===== src/rtl/alu_pkg.sv =====
// State codes and opcode constants shared by the ALU sequencer and the ALU calculation datapath.
package alu_pkg;

    typedef enum logic [3:0] {
        IDLE         = 4'd0,
        INST_POP1    = 4'd1,
        NOP          = 4'd2,
        EXEC         = 4'd3,
        MUL          = 4'd4,
        RESULT_PUSH1 = 4'd5,
        RESULT_PUSH2 = 4'd6,
        INST_POP2    = 4'd7,
        EXEC_DONE    = 4'd8,
        FAULT        = 4'd9
    } alu_state_t;

    localparam logic [3:0] OP_NOP = 4'h0;
    localparam logic [3:0] OP_MUL = 4'hf;

    function automatic logic [7:0] sat_inc8(input logic [7:0] v);
        return (v == 8'hff) ? v : v + 8'd1;
    endfunction

endpackage


===== src/rtl/alu_sequencer_if.sv =====
// Sequencer <-> datapath bundle: instruction FIFO head/pop, result FIFO level, multiplier done,
// and the state/opcode drive into the ALU. The master side is the sequencer.
interface alu_sequencer_if #(
    parameter int CNT_W = 5
);
    logic             instq_empty;
    logic [3:0]       instq_opcode;
    logic             instq_rd_en;
    logic [CNT_W-1:0] resultq_cnt;
    logic             mul_done;
    logic [3:0]       state;
    logic [3:0]       opcode;

    modport master (
        input  instq_empty, instq_opcode, resultq_cnt, mul_done,
        output instq_rd_en, state, opcode
    );

    modport slave (
        output instq_empty, instq_opcode, resultq_cnt, mul_done,
        input  instq_rd_en, state, opcode
    );
endinterface


===== src/rtl/alu_sequencer.sv =====
// ALU control FSM: pops opcodes, sequences EXEC/MUL and the two-word result push, flags done/fault.
// Latency: ALU op 5 cycles, NOP 3, MUL 4 + multiplier; all outputs are Moore decodes of registered state.
// Backpressure: stalls in MUL on mul_done; result FIFO without room for two words faults instead of pushing.
// Optional ALU_SEQ_MUL_TIMEOUT_EN: fault when the multiplier does not answer within MUL_TIMEOUT cycles.
module alu_sequencer
    import alu_pkg::*;
#(
    parameter int RESULT_DEPTH = 16,
    parameter int CNT_W        = 5,
    parameter int MUL_TIMEOUT  = 64
) (
    input  logic                   clk,
    input  logic                   reset_n,
    input  logic                   op_start,
    input  logic                   op_clear,
    alu_sequencer_if.master        dp,
    output logic                   op_done,
    output logic                   fault,
    output logic [7:0]             inst_count
);

    if (RESULT_DEPTH >= (1 << CNT_W)) begin : g_cnt_w_check
        $error("CNT_W too narrow for RESULT_DEPTH");
    end
    if (MUL_TIMEOUT < 1 || MUL_TIMEOUT > 255) begin : g_timeout_check
        $error("MUL_TIMEOUT must fit the 8-bit MUL counter");
    end

    localparam logic [CNT_W-1:0] SPACE_LIMIT = CNT_W'(RESULT_DEPTH - 2);

    alu_state_t state_q, state_d;
    logic [3:0] opcode_q, opcode_d;
    logic [7:0] count_q, count_d;
    logic       space_ok;
    logic       mul_timeout;

    // Both result words must fit before the push pair starts.
    assign space_ok = (dp.resultq_cnt <= SPACE_LIMIT);

`ifdef ALU_SEQ_MUL_TIMEOUT_EN
    logic [7:0] mul_cnt;

    // Held at zero outside MUL, so it restarts on every MUL entry and counts MUL cycles minus one.
    always_ff @(posedge clk or negedge reset_n) begin
        if (!reset_n)              mul_cnt <= '0;
        else if (state_q != MUL)   mul_cnt <= '0;
        else                       mul_cnt <= mul_cnt + 8'd1;
    end

    assign mul_timeout = (state_q == MUL) && (mul_cnt == 8'(MUL_TIMEOUT - 1));
`else
    assign mul_timeout = 1'b0;
`endif

    always_ff @(posedge clk or negedge reset_n) begin
        if (!reset_n) begin
            state_q  <= IDLE;
            opcode_q <= '0;
            count_q  <= '0;
        end else begin
            state_q  <= state_d;
            opcode_q <= opcode_d;
            count_q  <= count_d;
        end
    end

    always_comb begin
        state_d  = state_q;
        opcode_d = opcode_q;
        count_d  = count_q;
        if (op_clear) begin
            state_d  = IDLE;
            opcode_d = '0;
            count_d  = '0;
        end else begin
            case (state_q)
                IDLE: begin
                    if (op_start) state_d = dp.instq_empty ? EXEC_DONE : INST_POP1;
                end
                INST_POP1: begin
                    opcode_d = dp.instq_opcode;
                    if (dp.instq_opcode == OP_NOP)      state_d = NOP;
                    else if (dp.instq_opcode == OP_MUL) state_d = MUL;
                    else                                state_d = EXEC;
                end
                NOP: begin
                    count_d = sat_inc8(count_q);
                    state_d = INST_POP2;
                end
                EXEC: state_d = space_ok ? RESULT_PUSH1 : FAULT;
                MUL: begin
                    // A late mul_done on the timeout cycle still completes normally.
                    if (dp.mul_done)  state_d = space_ok ? RESULT_PUSH1 : FAULT;
                    else if (mul_timeout) state_d = FAULT;
                end
                RESULT_PUSH1: state_d = RESULT_PUSH2;
                RESULT_PUSH2: begin
                    count_d = sat_inc8(count_q);
                    state_d = INST_POP2;
                end
                INST_POP2: state_d = dp.instq_empty ? EXEC_DONE : INST_POP1;
                EXEC_DONE:    state_d = EXEC_DONE;
                FAULT:        state_d = FAULT;
                default:      state_d = FAULT;
            endcase
        end
    end

    assign dp.state       = state_q;
    assign dp.opcode      = opcode_q;
    assign dp.instq_rd_en = (state_q == INST_POP1);
    assign op_done        = (state_q == EXEC_DONE);
    assign fault          = (state_q == FAULT);
    assign inst_count     = count_q;

endmodule

===== src/flat_wrapper.sv =====
// flat-port wrapper written by rule: the top's interface ports become plain ports
module alu_sequencer_flat import alu_pkg::*;
#(
    parameter int RESULT_DEPTH = 16,
    parameter int CNT_W        = 5,
    parameter int MUL_TIMEOUT  = 64
)
  (clk, reset_n, op_start, op_clear, op_done, fault, inst_count, dp_instq_empty, dp_instq_opcode, dp_resultq_cnt, dp_mul_done, dp_instq_rd_en, dp_state, dp_opcode);
  alu_sequencer_if #(.CNT_W(CNT_W)) dp_i ();
  input  logic clk;
  input  logic reset_n;
  input  logic op_start;
  input  logic op_clear;
  output logic op_done;
  output logic fault;
  output logic [7:0] inst_count;
  input wire logic [$bits(dp_i.instq_empty)-1:0] dp_instq_empty;
  input wire logic [$bits(dp_i.instq_opcode)-1:0] dp_instq_opcode;
  input wire logic [$bits(dp_i.resultq_cnt)-1:0] dp_resultq_cnt;
  input wire logic [$bits(dp_i.mul_done)-1:0] dp_mul_done;
  output wire logic [$bits(dp_i.instq_rd_en)-1:0] dp_instq_rd_en;
  output wire logic [$bits(dp_i.state)-1:0] dp_state;
  output wire logic [$bits(dp_i.opcode)-1:0] dp_opcode;
  assign dp_i.instq_empty = dp_instq_empty;
  assign dp_i.instq_opcode = dp_instq_opcode;
  assign dp_i.resultq_cnt = dp_resultq_cnt;
  assign dp_i.mul_done = dp_mul_done;
  assign dp_instq_rd_en = dp_i.instq_rd_en;
  assign dp_state = dp_i.state;
  assign dp_opcode = dp_i.opcode;
  alu_sequencer #(.RESULT_DEPTH(RESULT_DEPTH), .CNT_W(CNT_W), .MUL_TIMEOUT(MUL_TIMEOUT)) u_core (.clk(clk), .reset_n(reset_n), .op_start(op_start), .op_clear(op_clear), .dp(dp_i), .op_done(op_done), .fault(fault), .inst_count(inst_count));
endmodule

===== config.mk =====
export PLATFORM = sky130hd
export DESIGN_NAME = alu_sequencer_flat
export DESIGN_NICKNAME = d
export VERILOG_FILES = /design/src/rtl/alu_pkg.sv /design/src/rtl/alu_sequencer_if.sv /design/src/rtl/alu_sequencer.sv /design/src/flat_wrapper.sv
export SDC_FILE = /design/constraint.sdc
export NUM_CORES = 1
export LEC_CHECK = 0
export ABC_AREA = 1
export ABC_CLOCK_PERIOD_IN_PS = 3400
export CORE_UTILIZATION = 30
export DETAILED_ROUTE_END_ITERATION = 10
export PLACE_DENSITY = 0.66
export REMOVE_ABC_BUFFERS = 1
export SYNTH_ARGS = -nofsm -noshare
export SYNTH_HDL_FRONTEND = slang
export SYNTH_SLANG_ARGS = --single-unit

===== constraint.sdc =====
create_clock -name clk -period 3.4 [get_ports clk]
set_clock_uncertainty 0.15 [all_clocks]
set_input_delay 0.51 -clock clk [delete_from_list [all_inputs] [get_ports clk]]
set_output_delay 0.51 -clock clk [all_outputs]
set_load 0.02 [all_outputs]

Word level (Yosys, flattened, before mapping)
Index checks and enable logic that the tools add are counted.
{"block": "word_totals", "reg_bits": 16, "in_bits": 15, "output_inout_bits": 19, "latch_bits": 0, "ramBits": 0, "word_cells": 39, "mem_count": 0, "rom_bits": 0}
{"block": "classes", "n_addsub": 1, "multipliers": 0, "n_bitwise": 0, "order_cmp": 1, "eq_ne": 14, "shift": 0, "div": 0, "mux": 13, "reduce_logical": 7}
{"operator": "$mux W4", "count": 8}
{"operator": "$pmux W4 S8", "count": 1}
{"operator": "$mux W8", "count": 3}
{"operator": "$eq A4 B3 Y1 const B", "count": 4}
{"operator": "$eq A4 B4 Y1 const B", "count": 3}
{"operator": "$add A8 B1 Y8 const B", "count": 1}
{"operator": "$eq A4 B2 Y1 const B", "count": 2}
{"operator": "$eq A8 B8 Y1 const B", "count": 1}
{"operator": "$logic_not A4 Y1", "count": 2}
{"operator": "$ne A3 B3 Y1 const B", "count": 2}
{"operator": "$le A5 B4 Y1 const B", "count": 1}
{"operator": "$eq A4 B1 Y1 const B", "count": 1}
{"operator": "$reduce_and A2 Y1", "count": 2}
{"operator": "$reduce_bool A2 Y1", "count": 2}
{"operator": "$mux W3", "count": 1}
{"operator": "$ne A2 B2 Y1 const B", "count": 1}
{"operator": "$reduce_or A2 Y1", "count": 1}

Logic depth before layout (Yosys ltp)
Gate-level depths: netlist (run 1).
{"block": "logic_depth", "depth_word": 5, "depth_mapped": 8}

Worst setup path after synthesis (run 1)
OpenSTA, ideal clock, no wires.
{"block": "synth_path", "kind": "register to output", "from": "reg u_core.state_q[1], in the netlist u_core.dp.state[1]", "to": "out fault", "path_stages_with_launch": 4, "setup_slack_ps": 1587, "path_buffers": 0, "t_required_ps": 2740, "arrival_ps": 1153, "path_cell_list": "dfrtp_1 inv_1 nand2_1 nor3_1"}
{"block": "synth_via", "elab_chain_cells": 1}
{"item": "start: declaration", "line": "alu_sequencer.sv:31", "rtl": "alu_state_t state_q, state_d;"}
{"item": "start signal: assignment", "line": "alu_sequencer.sv:61", "rtl": "state_q <= state_d;"}
{"item": "$eq A4 B4 Y1", "line": "alu_sequencer.sv:113", "rtl": "assign fault = (state_q == FAULT);"}
{"item": "end: declaration", "line": "flat_wrapper.sv:15", "rtl": "output logic fault;"}
Every way passes these cells.

Worst setup path after layout (run 1)
{"block": "layout_path", "from": "reg u_core.state_q[1], in the netlist u_core.dp.state[1]", "to": "out op_done"}
{"block": "layout_via", "elab_chain_cells": 1}
{"item": "$eq A4 B4 Y1", "line": "alu_sequencer.sv:112", "rtl": "assign op_done = (state_q == EXEC_DONE);"}
{"item": "end: declaration", "line": "flat_wrapper.sv:14", "rtl": "output logic op_done;"}
Every way passes these cells.

==> results of run 1 <==
## cells by family after synthesis
kind of cell / count (synthesis) / share of synthesized area, %
compound gates: 3 / 2.45
xor+xnor: 2 / 1.64
fa+ha+maj: 1 / 1.17
buf+inv: 22 / 7.83
flops: 16 / 37.4
simple gates: 118 / 49.5
## cell type report
| type | instances | area [um^2] | share of cell area, % |
|---|---|---|---|
| multi-input combinational | 124 | 587 | 39.7 |
| sequential | 16 | 400 | 27.1 |
| timing repair buffer | 33 | 330 | 22.4 |
| inverter | 21 | 78.8 | 5.34 |
| tap | 46 | 57.6 | 3.90 |
| clock buffer | 3 | 22.5 | 1.53 |
## cells in the mapped netlist
| master | instances |
|---|---|
| inv_2 | 3 |
| a21oi_4 | 1 |
| buf_2 | 1 |
| nand4_1 | 5 |
| ha_1 | 1 |
| nand3b_1 | 1 |
| nand2_1 | 65 |
| nor2_1 | 22 |
| xor2_1 | 2 |
| nor2_8 | 1 |
| nand3_1 | 18 |
| inv_1 | 17 |
| clkinv_1 | 1 |
| a21oi_1 | 1 |
| nor3_1 | 1 |
| dfrtp_1 | 16 |
| nand2_2 | 1 |
| nor2_4 | 3 |
| o21ai_1 | 1 |
| nand3_2 | 1 |
## power groups by stage
stage                     Combinational [W]  Clock (W)  Sequential [W]
after floorplan                    0.000203          0        0.000286
after global routing               0.000430   0.000112        0.000261
after global placement             0.000388          0        0.000254
after CTS                          0.000386   0.000102        0.000253
after detailed placement           0.000384          0        0.000256
final                              0.000384  0.0000972        0.000253
## registers in the layout, summed over array words and instances (netlist names)
signal	cells
u_core.dp.state	4
u_core.inst_count	8
u_core.dp.opcode	4
## routing by layer
| layer | vias to the layer above | track usage [%] |
|---|---|---|
| li1 | 581 | - |
| met1 | 464 | 21.2 |
| met2 | 26 | 22.7 |
| met3 | 4 | 3.73 |
| met4 | 0 | 2.86 |
| met5 | - | 0 |
## critical path: stages, from the launching register on
cell             delay (ps)
dfrtp_1                 450
nor2_1                  260
nand2_1                 110
nor2_1                  100
clkdlybuf4s50_1         600
## layout by cell type, fill, tap and decap left out, drive strengths merged
| cell type | n |
|---|---|
| nand3 | 19 |
| clkbuf | 3 |
| xor2 | 2 |
| nand4 | 5 |
| nand3b | 1 |
| a21oi | 2 |
| clkinv | 1 |
| nand2 | 66 |
| dfrtp | 16 |
| inv | 20 |
| clkdlybuf4s50 | 33 |
| o21ai | 1 |
| nor2 | 26 |
| nor3 | 1 |
| ha | 1 |
## final timing paths
check                                  endpoint  slack [ps]  depth (start not counted)
setup / recovery                        op_done         940                          4
hold / removal              u_core.dp.opcode[0]         370                          2
setup reg to reg           u_core.inst_count[4]        1760                          7
hold reg to reg             u_core.dp.opcode[0]         370                          2
max in group asynchronous   u_core.dp.opcode[0]        2150                          1
min in group asynchronous  u_core.inst_count[5]         490                          1
## per-stage QoR
stage                     power, W  std cells  instance area (um^2)  hold WS (ps)  setup slack, ps
after floorplan           0.000489        161                  1070          64.4             1590
after global placement    0.000643        240                  1450           360             1310
after detailed placement  0.000639        240                  1450           352             1270
after CTS                 0.000740        243                  1480           385              947
after global routing      0.000803        243                  1480           407              748
final                     0.000734        243                  1480           373              938
==> impl_metrics.yaml, run 1 <==
outcome:
  outcome: "finished clean"
drt:
  highest_layer: "met4"
  vias: 1075
  vias_per_cell: 4.42
  antenna_left: 0
  drc: 0
  wirelength_um: 2410
  routedLengthMet1_um: 1220
  wire_per_inst_um: 9.91
  wl_met3_um: 95
  dr.pass1.iters: 4
  wl_met2_um: 1060
  initialDrtViolationCount: 43
synth:
  ys_ff_latch: 16
  yosysTopAreaCellShare_pct: 37.4
  synth.avg_cell_area_um2: 6.61
  synth-seq-area-share_pct: 37.4
  yosys.area.top_type: "dfrtp_1"
  syn-instance-count: 162
  synth.distinct_cells: 20
  synthTopCellsByArea: "dfrtp_1 37%, nand2_1 23%, nand3_1 8.4%, nor2_1 7.7%, inv_1 6.0%"
  syn_area_um2: 1070
  yosys_warnings: 0
placed_design:
  io_buffers: 33
  post-dp-hpwl_um: 1850
  routabilityCongestion: 0.796
sta:
  hold_viol_final: 0
  rsz0062_at_grt: "false"
  maxSlewHeadroom_pct: 52.2
  period_minus_slack_ps: 2460
  setup_viol: 0
  tightest_slew_ps: 715
  fin_setup_tns_ps: 0
  period_share_pct: 72.4
  finalMaxSlewViolations: 0
  fmax_mhz: 406
worst_hold_path:
  min_from: "u_core.dp.opcode[0]"
  min_path_type: "reg2reg"
global_route:
  grt_pass1_wl_um: 4110
  overflow: 0
  grt_antenna_before_repair: 0
  grt_max_degree: 20
  grt_pass1_vias: 951
  grt_usage_pct: 14.8
clock_tree:
  clk_latency_ps: 280
  ctsHtreeMaxLevel: 1
  holdBufCountCts: 0
  cts_buffers: 3
  post_cts_resized: 0
  cts_root_buf: "clkbuf_4"
  clockBufferDepth: 2
  cts_sinks: 16
  post_cts_buffers: 0
  clk_pin_slew_worst_paths_ps: 90
  cts_tree: "built"
pwr:
  ir_worst_vdd_v: 0.000284
  power.switching_w: 0.000322
  seq_power_share_pct: 34.4
  p_comb_share_pct: 52.3
  power_density_nw_per_um2: 497
  pwr-share-clk_pct: 13.3
  swShare_pct: 43.9
  internal_power_w: 0.000412
  p_leak_nw: 0.780
flow_run:
  maxCapViolCount: 0
cells_and_area:
  fill_cells: 343
  nNetsFinal: 215
  drive_gt1_share_pct: 6.60
  final_core_util_pct: 43.6
  n_antenna_cell: 0
  area_growth_pct: 37.9
critical_path:
  end_kind: "output port"
  critPathKind: "reg2out"
  critPathLaunchType: "flip-flop"
  r2r_start: "u_core.inst_count[0]"
  cp.required_ps: 2740
  worstPathMaxFanout: 6
  startpoint: "u_core.dp.state[1]"
  crit_arrival_ps: 1800
floorplanning:
  rows: 21
  core_um2: 3390
  dieArea_um2: 3810
  chipWidth_um: 61.8
  initial_core_util_pct: 31.6
  die_h_um: 61.8
  io_pins: 34
No activity file was read; power rests on OpenSTA's default activity.
==> inputs of run 2 (changes only) <==
- ABC_CLOCK_PERIOD_IN_PS: 3400 -> 2570
- clock period: 3.4 -> 2.57 ns (I/O delays scaled with it)
==> run 2 against run 1 <==
Clock-buffer cell count did not move. Sequential cell count did not move. Combinational power rose by 33%. Non-clock buffer count did not move. Final cell count did not move. Total power rose by 33%. Critical path depth did not move. First-iteration DRC count fell by 14%. Global-route usage fell by 0.48 points.
==> impl_metrics.yaml, run 2 (synthesis gave the netlist of run 1 again) <==
pwr:
  power_density_nw_per_um2: 659
  swShare_pct: 44.0
  p_comb_share_pct: 52.3
  p_total_w: 0.000973
  internal_power_w: 0.000545
  ir_worst_vdd_v: 0.000286
  seq_power_share_pct: 34.3
  pwr-share-clk_pct: 13.4
  power.switching_w: 0.000428
  p_leak_nw: 0.780
drt:
  vias: 1079
  drc: 0
  dr.pass1.iters: 4
  initialDrtViolationCount: 37
  wirelength_um: 2420
  antenna_left: 0
  wire_per_inst_um: 9.95
  vias_per_cell: 4.44
flow_run:
  maxCapViolCount: 0
critical_path:
  worstPathMaxFanout: 6
  critPathLaunchType: "flip-flop"
  path_delay_family: "buffers and inverters"
  cp_slowest_cell: "clkdlybuf4s50_1"
  crit_path_cell_trace: "nor2_1 > nand2_1 > nor2_1 > clkdlybuf4s50_1"
  max_stage_delay_ps: 600
  crit_top_cell: "nor2_1"
  end_kind: "output port"
  cp.required_ps: 2030
  critPathBufInv: 1
  critPathKind: "reg2out"
  crit_arrival_ps: 1770
clock_tree:
  holdBufCountCts: 0
  clk_latency_ps: 280
  cts_sinks: 16
  post_cts_resized: 0
  cts_root_buf: "clkbuf_4"
  cts_tree: "built"
  ctsHtreeMaxLevel: 1
  clockBufferDepth: 2
  clk_pin_slew_worst_paths_ps: 90
  cts_buffers: 3
  post_cts_buffers: 0
placed_design:
  io_buffers: 33
  routabilityCongestion: 0.799
  dp.cells: 240
  post-dp-hpwl_um: 1860
cells_and_area:
  drive_gt1_share_pct: 6.60
  final_core_util_pct: 43.6
  final_common_cell: "nand2_1"
  final_cell_mix: "65 x nand2_1, 33 x clkdlybuf4s50_1, 22 x nor2_1"
  area_growth_pct: 37.9
  largest_reg_flops: 8
  fill_cells: 329
  fin_cells: 243
  nNetsFinal: 215
  n_antenna_cell: 0
sta:
  hold_viol_final: 0
  fmax_mhz: 434
  timing.hold.ws_ps: 376
  setup_viol: 0
  fin_setup_tns_ps: 0
  tightest_slew_ps: 727
  finalMaxSlewViolations: 0
  period_minus_slack_ps: 2300
  maxSlewHeadroom_pct: 51.4
  period_share_pct: 89.6
  rsz0062_at_grt: "false"
global_route:
  overflow: 0
  grt_usage_pct: 14.3
  grt_antenna_before_repair: 0
  grt_max_degree: 20
  grt_pass1_wl_um: 4000
  grt_pass1_vias: 915
floorplanning:
  rows: 21
  initial_core_util_pct: 31.6
  dieArea_um2: 3810
  chipWidth_um: 61.8
  die_h_um: 61.8
  io_pins: 34
  core_um2: 3390
outcome:
  outcome: "finished clean"
worst_hold_path:
  min_path_type: "in2async"
run 2: cell counts in the layout (fill, tap and decap cells not counted):
No cell type changed its count.
run 2: final timing paths:
check	start	endpoint	slack (ps)	cells after the start
min in group clk	u_core.dp.opcode[0]	u_core.dp.opcode[0]	380	2
max	u_core.dp.state[1]	op_done	270	4
min	reset_n	u_core.inst_count[4]	380	1
max in group asynchronous	reset_n	u_core.inst_count[2]	1430	1
max reg2reg	u_core.inst_count[0]	u_core.inst_count[7]	920	7
min reg2reg	u_core.dp.opcode[0]	u_core.dp.opcode[0]	380	2
run 2: through the flow:
| stage | setup slack (ps) | area (um^2) |
|---|---|---|
| 2_1_floorplan | 882 | 1070 |
| 3_3_place_gp | 602 | 1450 |
| 5_1_grt | 106 | 1480 |
| 3_5_place_dp | 577 | 1450 |
| 4_1_cts | 249 | 1480 |
| 6_report | 268 | 1480 |
run 2: area by class of cell:
class                           count  area [um^2]  area share [%]
Multi-Input combinational cell    124          587            39.7
Timing Repair Buffer               33          330            22.4
Inverter                           21         78.8            5.34
Sequential cell                    16          400            27.1
Tap cell                           46         57.6            3.90
Clock buffer                        3         22.5            1.53
run 2: worst reg2reg max path, cell delays in order, from the launching register on:
cell,delay [ps]
dfrtp_1,450
ha_1,260
nand2_1,130
nor2_4,50
a21oi_4,280
nor2_4,100
nand2_1,70
nand2_1,50
run 2: metal layers:
layer	part of all wire (%)	track usage (%)	vias to the layer above
met1	50	20.4	475
li1	-	-	578
met2	44	20.7	22
met3	3.9	4.14	4
met5	0	0	-
met4	1.1	4.76	0
run 2: power groups by stage:
stage | sequential, W | clock, W | combinational, W
detailed placement | 0.000338 | 0 | 0.000507
global placement | 0.000336 | 0 | 0.000514
global route | 0.000345 | 0.000146 | 0.000571
floorplan | 0.000379 | 0 | 0.000269
finish | 0.000334 | 0.000131 | 0.000509
CTS | 0.000334 | 0.000136 | 0.000510
